`src/rtl/vga_pattern_pkg.sv`:
```
// rtl/vga_pattern_pkg.sv - shared pattern modes and bit-position constants for the scrolling test pattern
//
// Contents:
//   pattern_mode_t   pattern select encoding (CHECKER, BARS, BANDS, XOR)
//   CHECKER_BIT      coordinate bit whose parity forms the checkerboard (16-pixel squares)
//   BAR_*_BASE       low bit of the per-channel slice used by BARS and BANDS
//   XOR_*_BASE       low bit of the per-channel slice taken from mx ^ my
//   PATTERN_TOP_BASE highest slice base; coordinates must cover it plus one colour field

package vga_pattern_pkg;

    typedef enum logic [1:0] {
        CHECKER = 2'd0,
        BARS    = 2'd1,
        BANDS   = 2'd2,
        XOR     = 2'd3
    } pattern_mode_t;

    localparam int CHECKER_BIT = 4;

    localparam int BAR_R_BASE = 4;
    localparam int BAR_G_BASE = 5;
    localparam int BAR_B_BASE = 6;

    localparam int XOR_R_BASE = 3;
    localparam int XOR_G_BASE = 4;
    localparam int XOR_B_BASE = 5;

    localparam int PATTERN_TOP_BASE = 6;

endpackage

```
`src/rtl/vga_scroll_offset.sv`:
```
// rtl/vga_scroll_offset.sv - one scroll axis: offset register stepped by a signed speed once per frame
//
// Parameters:
//   COORD_W  offset width; arithmetic wraps modulo 2^COORD_W
//   SPEED_W  width of the unsigned speed magnitude (must not exceed COORD_W)
// Ports:
//   clk      pixel clock
//   reset    asynchronous, active-high; clears the offset
//   tick     frame-boundary enable, high for the single cycle whose edge commits the update
//   pause    when high the offset holds even on a tick
//   speed    step magnitude in pixels per frame
//   dir      0 = offset increments, 1 = offset decrements
//   offset   current scroll offset

module vga_scroll_offset #(
    parameter int COORD_W = 10,
    parameter int SPEED_W = 4
) (
    input  logic               clk,
    input  logic               reset,
    input  logic               tick,
    input  logic               pause,
    input  logic [SPEED_W-1:0] speed,
    input  logic               dir,
    output logic [COORD_W-1:0] offset
);

    generate
        if (SPEED_W > COORD_W) begin : g_bad_speed_w
            $error("vga_scroll_offset: SPEED_W must not exceed COORD_W");
        end
    endgenerate

    // Zero-extended magnitude; the subtract path relies on natural
    // two's-complement wrap, so 0 - s lands on 2^COORD_W - s.
    logic [COORD_W-1:0] step;
    assign step = COORD_W'(speed);

    logic [COORD_W-1:0] offset_next;
    assign offset_next = dir ? (offset - step) : (offset + step);

    always_ff @(posedge clk or posedge reset) begin
        if (reset) begin
            offset <= '0;
        end else if (tick && !pause) begin
            offset <= offset_next;
        end
    end

endmodule

```
`src/rtl/vga_scroll_pattern.sv`:
```
// rtl/vga_scroll_pattern.sv - scrolling test-pattern generator between the sync generator and the pin mapping
//
// Build option: VGA_PATTERN_VSCROLL_EN enables vertical scrolling; when undefined the
// vertical offset is a constant 0 and speed_y/dir_y are accepted but ignored.
//
// Parameters:
//   COORD_W  beam coordinate / scroll offset width (>= 6 + COLOR_W)
//   COLOR_W  bits per colour channel
//   SPEED_W  width of the per-axis speed magnitudes
// Ports:
//   clk, reset             pixel clock; asynchronous active-high reset
//   hpos, vpos, display_on beam position and visible-area flag from the sync generator
//   hsync_in, vsync_in     syncs from the sync generator
//   mode                   pattern select, committed only at frame boundaries
//   speed_x/y, dir_x/y     per-axis scroll magnitude and direction (1 = decrement)
//   pause                  freezes both offsets
//   r, g, b                registered colour, one cycle after the beam inputs
//   hsync_out, vsync_out   syncs delayed one cycle to stay aligned with colour
//   frame_tick             one-cycle pulse per vsync rising edge

module vga_scroll_pattern
    import vga_pattern_pkg::*;
#(
    parameter int COORD_W = 10,
    parameter int COLOR_W = 2,
    parameter int SPEED_W = 4
) (
    input  logic               clk,
    input  logic               reset,
    input  logic [COORD_W-1:0] hpos,
    input  logic [COORD_W-1:0] vpos,
    input  logic               display_on,
    input  logic               hsync_in,
    input  logic               vsync_in,
    input  logic [1:0]         mode,
    input  logic [SPEED_W-1:0] speed_x,
    input  logic [SPEED_W-1:0] speed_y,
    input  logic               dir_x,
    input  logic               dir_y,
    input  logic               pause,
    output logic [COLOR_W-1:0] r,
    output logic [COLOR_W-1:0] g,
    output logic [COLOR_W-1:0] b,
    output logic               hsync_out,
    output logic               vsync_out,
    output logic               frame_tick
);

    generate
        if (COORD_W < PATTERN_TOP_BASE + COLOR_W) begin : g_bad_coord_w
            $error("vga_scroll_pattern: COORD_W must be at least 6 + COLOR_W");
        end
    endgenerate

    // ------------------------------------------------------------------
    // Frame boundary detection. vsync_q powers up high so a vsync that is
    // already asserted when reset releases is not mistaken for a new frame.
    // ------------------------------------------------------------------
    logic vsync_q;
    logic boundary;

    assign boundary = vsync_in && !vsync_q;

    always_ff @(posedge clk or posedge reset) begin
        if (reset) begin
            vsync_q    <= 1'b1;
            frame_tick <= 1'b0;
        end else begin
            vsync_q    <= vsync_in;
            frame_tick <= boundary;
        end
    end

    // Mode is only committed at the boundary so a mid-frame change never
    // splits one frame across two patterns.
    pattern_mode_t mode_s;

    always_ff @(posedge clk or posedge reset) begin
        if (reset) begin
            mode_s <= CHECKER;
        end else if (boundary) begin
            mode_s <= pattern_mode_t'(mode);
        end
    end

    // ------------------------------------------------------------------
    // Scroll offsets
    // ------------------------------------------------------------------
    logic [COORD_W-1:0] off_x;
    logic [COORD_W-1:0] off_y;

    vga_scroll_offset #(
        .COORD_W (COORD_W),
        .SPEED_W (SPEED_W)
    ) u_off_x (
        .clk    (clk),
        .reset  (reset),
        .tick   (boundary),
        .pause  (pause),
        .speed  (speed_x),
        .dir    (dir_x),
        .offset (off_x)
    );

`ifdef VGA_PATTERN_VSCROLL_EN
    vga_scroll_offset #(
        .COORD_W (COORD_W),
        .SPEED_W (SPEED_W)
    ) u_off_y (
        .clk    (clk),
        .reset  (reset),
        .tick   (boundary),
        .pause  (pause),
        .speed  (speed_y),
        .dir    (dir_y),
        .offset (off_y)
    );
`else
    assign off_y = '0;

    logic vscroll_unused;
    assign vscroll_unused = ^{speed_y, dir_y};
`endif

    // ------------------------------------------------------------------
    // Pattern generation on the scrolled coordinates
    // ------------------------------------------------------------------
    logic [COORD_W-1:0] mx;
    logic [COORD_W-1:0] my;
    logic [COORD_W-1:0] t;

    assign mx = hpos + off_x;
    assign my = vpos + off_y;
    assign t  = mx ^ my;

    // Each pattern reads only a few bits of the scrolled coordinates.
    logic coord_unused;
    assign coord_unused = ^{mx, my, t};

    logic [COLOR_W-1:0] r_n;
    logic [COLOR_W-1:0] g_n;
    logic [COLOR_W-1:0] b_n;

    always_comb begin
        r_n = '0;
        g_n = '0;
        b_n = '0;
        if (display_on) begin
            case (mode_s)
                CHECKER: begin
                    r_n = {COLOR_W{mx[CHECKER_BIT] ^ my[CHECKER_BIT]}};
                    g_n = r_n;
                    b_n = r_n;
                end
                BARS: begin
                    r_n = mx[BAR_R_BASE +: COLOR_W];
                    g_n = mx[BAR_G_BASE +: COLOR_W];
                    b_n = mx[BAR_B_BASE +: COLOR_W];
                end
                BANDS: begin
                    r_n = my[BAR_R_BASE +: COLOR_W];
                    g_n = my[BAR_G_BASE +: COLOR_W];
                    b_n = my[BAR_B_BASE +: COLOR_W];
                end
                XOR: begin
                    r_n = t[XOR_R_BASE +: COLOR_W];
                    g_n = t[XOR_G_BASE +: COLOR_W];
                    b_n = t[XOR_B_BASE +: COLOR_W];
                end
                default: begin
                    r_n = '0;
                    g_n = '0;
                    b_n = '0;
                end
            endcase
        end
    end

    // Colour and syncs share one register stage so they stay aligned.
    always_ff @(posedge clk or posedge reset) begin
        if (reset) begin
            r         <= '0;
            g         <= '0;
            b         <= '0;
            hsync_out <= 1'b0;
            vsync_out <= 1'b0;
        end else begin
            r         <= r_n;
            g         <= g_n;
            b         <= b_n;
            hsync_out <= hsync_in;
            vsync_out <= vsync_in;
        end
    end

endmodule

```
`config.mk`:
```
export PLATFORM = sky130hd
export DESIGN_NAME = vga_scroll_pattern
export DESIGN_NICKNAME = d
export VERILOG_FILES = /design/src/rtl/vga_pattern_pkg.sv /design/src/rtl/vga_scroll_offset.sv /design/src/rtl/vga_scroll_pattern.sv
export SDC_FILE = /design/constraint.sdc
export NUM_CORES = 1
export LEC_CHECK = 0
export BUFFER_PORTS_ARGS = -buffer_cell sky130_fd_sc_hd__buf_2
export CORE_MARGIN = 3
export CORE_UTILIZATION = 50
export DETAILED_ROUTE_END_ITERATION = 10
export PLACE_DENSITY = 0.76
export SLEW_MARGIN = 25
export SYNTH_ARGS = -nofsm -noshare
export SYNTH_HDL_FRONTEND = slang
export SYNTH_HIERARCHICAL = 1
export SYNTH_SLANG_ARGS = --single-unit
```
`constraint.sdc`:
```
create_clock -name clk -period 2.6 [get_ports clk]
set_input_delay 0.26 -clock clk [delete_from_list [all_inputs] [get_ports clk]]
set_output_delay 0.26 -clock clk [all_outputs]
set_load 0.05 [all_outputs]
```
==> results of run 1 <==
[timing repair]
item                                   in CTS  in global routing
endpoints found under the hold margin      17                  0
hold buffers                                1                  0
setup endpoints to repair                   0                  0
[worst max-delay path, cell delays in order (launching register included)]
cell and delay [ps]:
dfrtp_1 430, ha_1 330, a21oi_1 290, nand2_1 160, a211oi_2 280, xor3_1 280
a311oi_2 260
[stage by stage]
stage,instance area (µm²),hold WS [ps]
final,1720,70.4
after floorplan,1500,75.7
after global placement,1670,223
after global routing,1720,50.9
after CTS,1720,58.9
after detailed placement,1670,227
[final timing paths]
check / end / depth (start not counted) / from
max: b[1]$_DFF_PP0_ / 6 / u_off_x/offset[2]$_DFFE_PP0P_
min: hsync_out$_DFF_PP0_ / 1 / hsync_in
max reg2reg: b[1]$_DFF_PP0_ / 6 / u_off_x/offset[2]$_DFFE_PP0P_
min reg2reg: u_off_x/offset[6]$_DFFE_PP0P_ / 2 / u_off_x/offset[6]$_DFFE_PP0P_
max in group asynchronous: vsync_q$_DFF_PP1_ / 3 / reset
min in group asynchronous: u_off_x/offset[2]$_DFFE_PP0P_ / 3 / reset
[registers in the layout, indices dropped and copies added, names as in the netlist]
name            cells
vsync_out           1
hsync_out           1
g                   1
vsync_q             1
r                   1
frame_tick          1
mode_s              2
b                   2
u_off_x/offset      8
[per-layer routing]
layer | up-vias | GRT usage, % | wire, µm
li1 | 651 | - | -
met1 | 618 | 19.3 | 1240
met2 | 40 | 36.2 | 1670
met3 | 8 | 1.49 | 134
met4 | 0 | 8.98 | 55
met5 | - | 0 | 0
[layout by cell type (no fill, tap or decap), types with 2 or more instances in the layout]
cell type  count
a21o_1         3
a21oi_1        7
buf_2         34
clkbuf_4       3
dfrtp_1       17
ha_1          16
inv_1         13
nand2_1       14
nand2b_1       3
nand3_1        5
nand4_1        3
nor2_1         4
nor2b_1        6
nor3_1         4
nor3b_1        2
o211ai_1       3
o21a_1         2
o21ai_0       11
o21ai_1        2
o21ai_2        2
o31a_1         2
o31ai_1        2
xnor2_1        6
xor2_1         4
[cell type report]
| type | count | area, µm² | share of cell area [%] |
|---|---|---|---|
| Inverter | 13 | 48.8 | 2.84 |
| Sequential cell | 18 | 452 | 26.3 |
| Clock buffer | 4 | 36.3 | 2.11 |
| Tap cell | 31 | 38.8 | 2.25 |
| Timing Repair Buffer | 36 | 188 | 10.9 |
| Multi-Input combinational cell | 125 | 957 | 55.6 |
[power by group through the flow]
stage	Sequential, mW	Combinational, mW	Clock, mW
finish	0.451	1.15	0.171
global route	0.465	1.27	0.188
CTS	0.450	1.15	0.176
detailed placement	0.457	1.15	0
global placement	0.451	1.10	0
floorplan	0.537	0.863	0
==> reports/summary.txt, run 1 <==
H-tree levels: 1
final cell count without fillers: 227
Ports: 47
number of fillers in the final layout: 252
CTS clk-pin slew, worst paths: 100 ps
GRT Util Overall: 18.4%
R2R Setup Slk: 480 ps
postcts setup bufs: 0
crit path DAT: 2320 ps
share of layout cells above drive strength 1: 25.5%
wirelength, routed: 3100 µm
routed len/inst: 13.7 µm
die height: 60.7 µm
TritonCTS clock tree: yes
Clk pwr share: 9.6%
hpwl dp: 2600 µm
Synth Instances: 164
Inst Count DP: 222
setup slack after layout: 483 ps
combinational share of power: 65.0%
pre-CTS setup slack: 202 ps
Sink Count: 18
mapped cell area: 1500 µm²
Slew @ Worst Pin: 400 ps
Hold WC Path Type: in2reg
vias in the first global route: 1,301
grt total ovfl: 0
initial antenna violation count: 0
Pleak: 0.857 nW
unrepaired setup endpoints after global routing: false
Synthesized Nets: 219
diodes inserted: 0
Crit Path Max Fanout: 4
Final Core Density: 61.3%
Area Growth Syn to Fin: 14.9%
I/O Buffers: 34
Fmax: 472 MHz
PnR Total Power: 1.77 mW
endpoint class of the critical path: register
initial DRC count: 78
sw frac: 47.0%
Max Cap Viol: 0
P_int: 940 µW
CTS buffer count: 3
initial core utilization: 53.4%
average size of a mapped cell: 9.13 µm²
CTS Root Cell: clkbuf_4
Final min period: 2120 ps
GP Congestion: 0.786
status: complete, no violations
setup TNS: 0 ps
Routed Antenna Nets: 0
Die ar.: 3690 µm²
Worst Skew: 4.25 ps
worst vdd ir: 374 µV
largest net degree at the start of global routing: 15
router iterations before antenna repair: 6
Core Box Area: 2810 µm²
wire length of the first global-routing pass: 5200 µm
via count: 1,317
crit path launch type: register
DRC: 0
Worst Path Required: 2810 ps
Setup Crit Path Kind: reg2reg
vias per cell: 5.80
sequential power share: 25.4%
NumNets Final: 252
Slew HR: 72.9%
PD cells: 1030 nW/µm²
Synthesis Warnings: 6
period utilization: 81.4%
clock latency on the worst-skew pair: 290 ps
Die Wd: 60.7 µm
Post-CTS Resized: 0
Slew Limit Fails: 0
Longest Clk Path Bufs: 2
final setup fails: 0
reported net switching power: 835 µW
row count: 19
Hold Fails Final Rpt: 0
Power figures use the tool's default switching activity.
==> inputs of run 2 (changes only) <==
==> constraint.sdc (replaced) <==
create_clock -name clk -period 2.22 [get_ports clk]
set_input_delay 0.222 -clock clk [delete_from_list [all_inputs] [get_ports clk]]
set_output_delay 0.222 -clock clk [all_outputs]
set_load 0.05 [all_outputs]
==> run 2 against run 1 <==
Non-clock buffer count rose by 4. Design area rose by 1.7%. Worst setup slack got worse by 350 ps. Global-route usage fell by 0.080 points. Core utilization rose by 1.1 points. Maximum frequency rose by 1.3%. Largest cell class unchanged. Clock power rose by 18%. Combinational power rose by 20%. Sequential share of layout area fell by 0.45 points.
==> reports/summary.txt, run 2 (synthesis gave the netlist of run 1 again) <==
Slowest-stage cell, CP: dfrtp_1
die height: 60.7 µm
Slew @ Worst Pin: 383 ps
final cell count without fillers: 231
row count: 19
most flop-heavy register: u_off_x/offset
H-tree levels: 1
CTS Root Cell: clkbuf_4
DRC: 0
initial DRC count: 72
worst path buffer plus inverter count: 0
worst setup path end: b[1]$_DFF_PP0_
Critical Path Max Stage Delay: 430 ps
period utilization: 94.2%
wirelength, routed: 3190 µm
Final min period: 2090 ps
Hold Fails Final Rpt: 0
diodes inserted: 0
NumNets Final: 256
crit path DAT: 2250 ps
M1 GR Usage: 19.1%
Sink Count: 18
critical path's top delay family: compound AO/OA/AOI/OAI gates
initial core utilization: 53.4%
Max Cap Viol: 0
Worst Path Required: 2380 ps
router iterations before antenna repair: 5
hpwl dp: 2700 µm
worst r2r dst: b[1]$_DFF_PP0_
Hold WC Path Type: in2reg
Die Wd: 60.7 µm
setup TNS: 0 ps
GRT met2 Usage: 36.5%
Routed Antenna Nets: 0
Area Growth Syn to Fin: 16.9%
critical path launch point: u_off_x/offset[3]$_DFFE_PP0P_
wire length of the first global-routing pass: 5100 µm
final setup fails: 0
vias in the first global route: 1,279
Slew HR: 74.1%
Die ar.: 3690 µm²
Crit Path Max Fanout: 6
worst vdd ir: 442 µV
Slew Limit Fails: 0
number of fillers in the final layout: 242
grt total ovfl: 0
status: complete, no violations
met3 GRT Util: 1.49%
worst r2r src: u_off_x/offset[3]$_DFFE_PP0P_
clock latency on the worst-skew pair: 290 ps
routed len/inst: 13.8 µm
CTS clk-pin slew, worst paths: 100 ps
endpoint class of the critical path: register
crit path cell chain: ha_1, o21ai_2, a22oi_2, xor3_2, o311ai_1, a311oi_2
crit path launch type: register
Longest Clk Path Bufs: 2
postcts setup bufs: 0
CTS buffer count: 3
via count: 1,316
most used routing layer: met2
initial antenna violation count: 0
most common cell after layout, fill and taps aside: buf_2
GP Congestion: 0.788
vias per cell: 5.70
I/O Buffers: 34
r2r worst-path depth: 6
Worst Skew: 0.966 ps
Core Box Area: 2810 µm²
CP Depth: 6
Inst Count DP: 226
Ports: 47
GRT Util Overall: 18.3%
share of layout cells above drive strength 1: 27.0%
Setup Crit Path Kind: reg2reg
max reg flops: 8
worst hold slack: 28.3 ps
Pleak: 0.876 nW
Largest regs: u_off_x/offset (8), b (2), mode_s (2)
Fmax: 478 MHz
unrepaired setup endpoints after global routing: false
largest net degree at the start of global routing: 18
R2R Setup Slk: 130 ps
TritonCTS clock tree: yes
PD cells: 1210 nW/µm²
most frequent cells in the layout: buf_2, dfrtp_1, ha_1
-- run 2: timing repair --
action                    in CTS  in global routing
hold buffers                   1                  0
resized for setup              0                  0
hold endpoints to repair      17                  0
-- run 2: worst min-delay path by stage --
stage	startpoint	end	slack, ps	cells past startpoint
2_1_floorplan	reset	u_off_x/offset[0]$_DFFE_PP0P_	40	1
6_report	hsync_in	hsync_out$_DFF_PP0_	30	1
3_3_place_gp	reset	u_off_x/offset[0]$_DFFE_PP0P_	190	2
3_5_place_dp	reset	u_off_x/offset[1]$_DFFE_PP0P_	200	2
5_1_grt	hsync_in	hsync_out$_DFF_PP0_	10	1
4_1_cts	hsync_in	hsync_out$_DFF_PP0_	20	1
-- run 2: final cells by class --
type	instances	area, µm²	share of cell area, %
repair buffers	40	218	12.4
flip-flops and latches	18	452	25.8
well taps	31	38.8	2.22
clock buffers	4	36.3	2.07
multi-input cells	125	957	54.7
inverters	13	48.8	2.79
-- run 2: layer usage --
metal | up-vias | share of wire [%]
met5 | - | 0
met4 | 0 | 1.6
met3 | 6 | 3.5
met2 | 33 | 56
met1 | 616 | 39
li1 | 661 | -
-- run 2: stage by stage --
step / instance area [µm²] / power (mW) / utilization [%] / worst slack [ps]
after floorplan: 1500 / 1.64 / - / 177
after global placement: 1700 / 1.84 / 60.7 / -45.7
final: 1750 / 2.11 / 62.4 / 130
after global routing: 1750 / 2.29 / 62.4 / 10.9
after CTS: 1750 / 2.13 / 62.4 / 106
after detailed placement: 1700 / 1.91 / 60.7 / -154
-- run 2: power breakdown --
part	switching, mW	leakage (nW)	internal, mW	total (mW)
clock network	0.101	0.0210	0.0999	0.201
registers	0.0921	0.221	0.435	0.527
logic	0.794	0.634	0.589	1.38
total	0.987	0.876	1.12	2.11
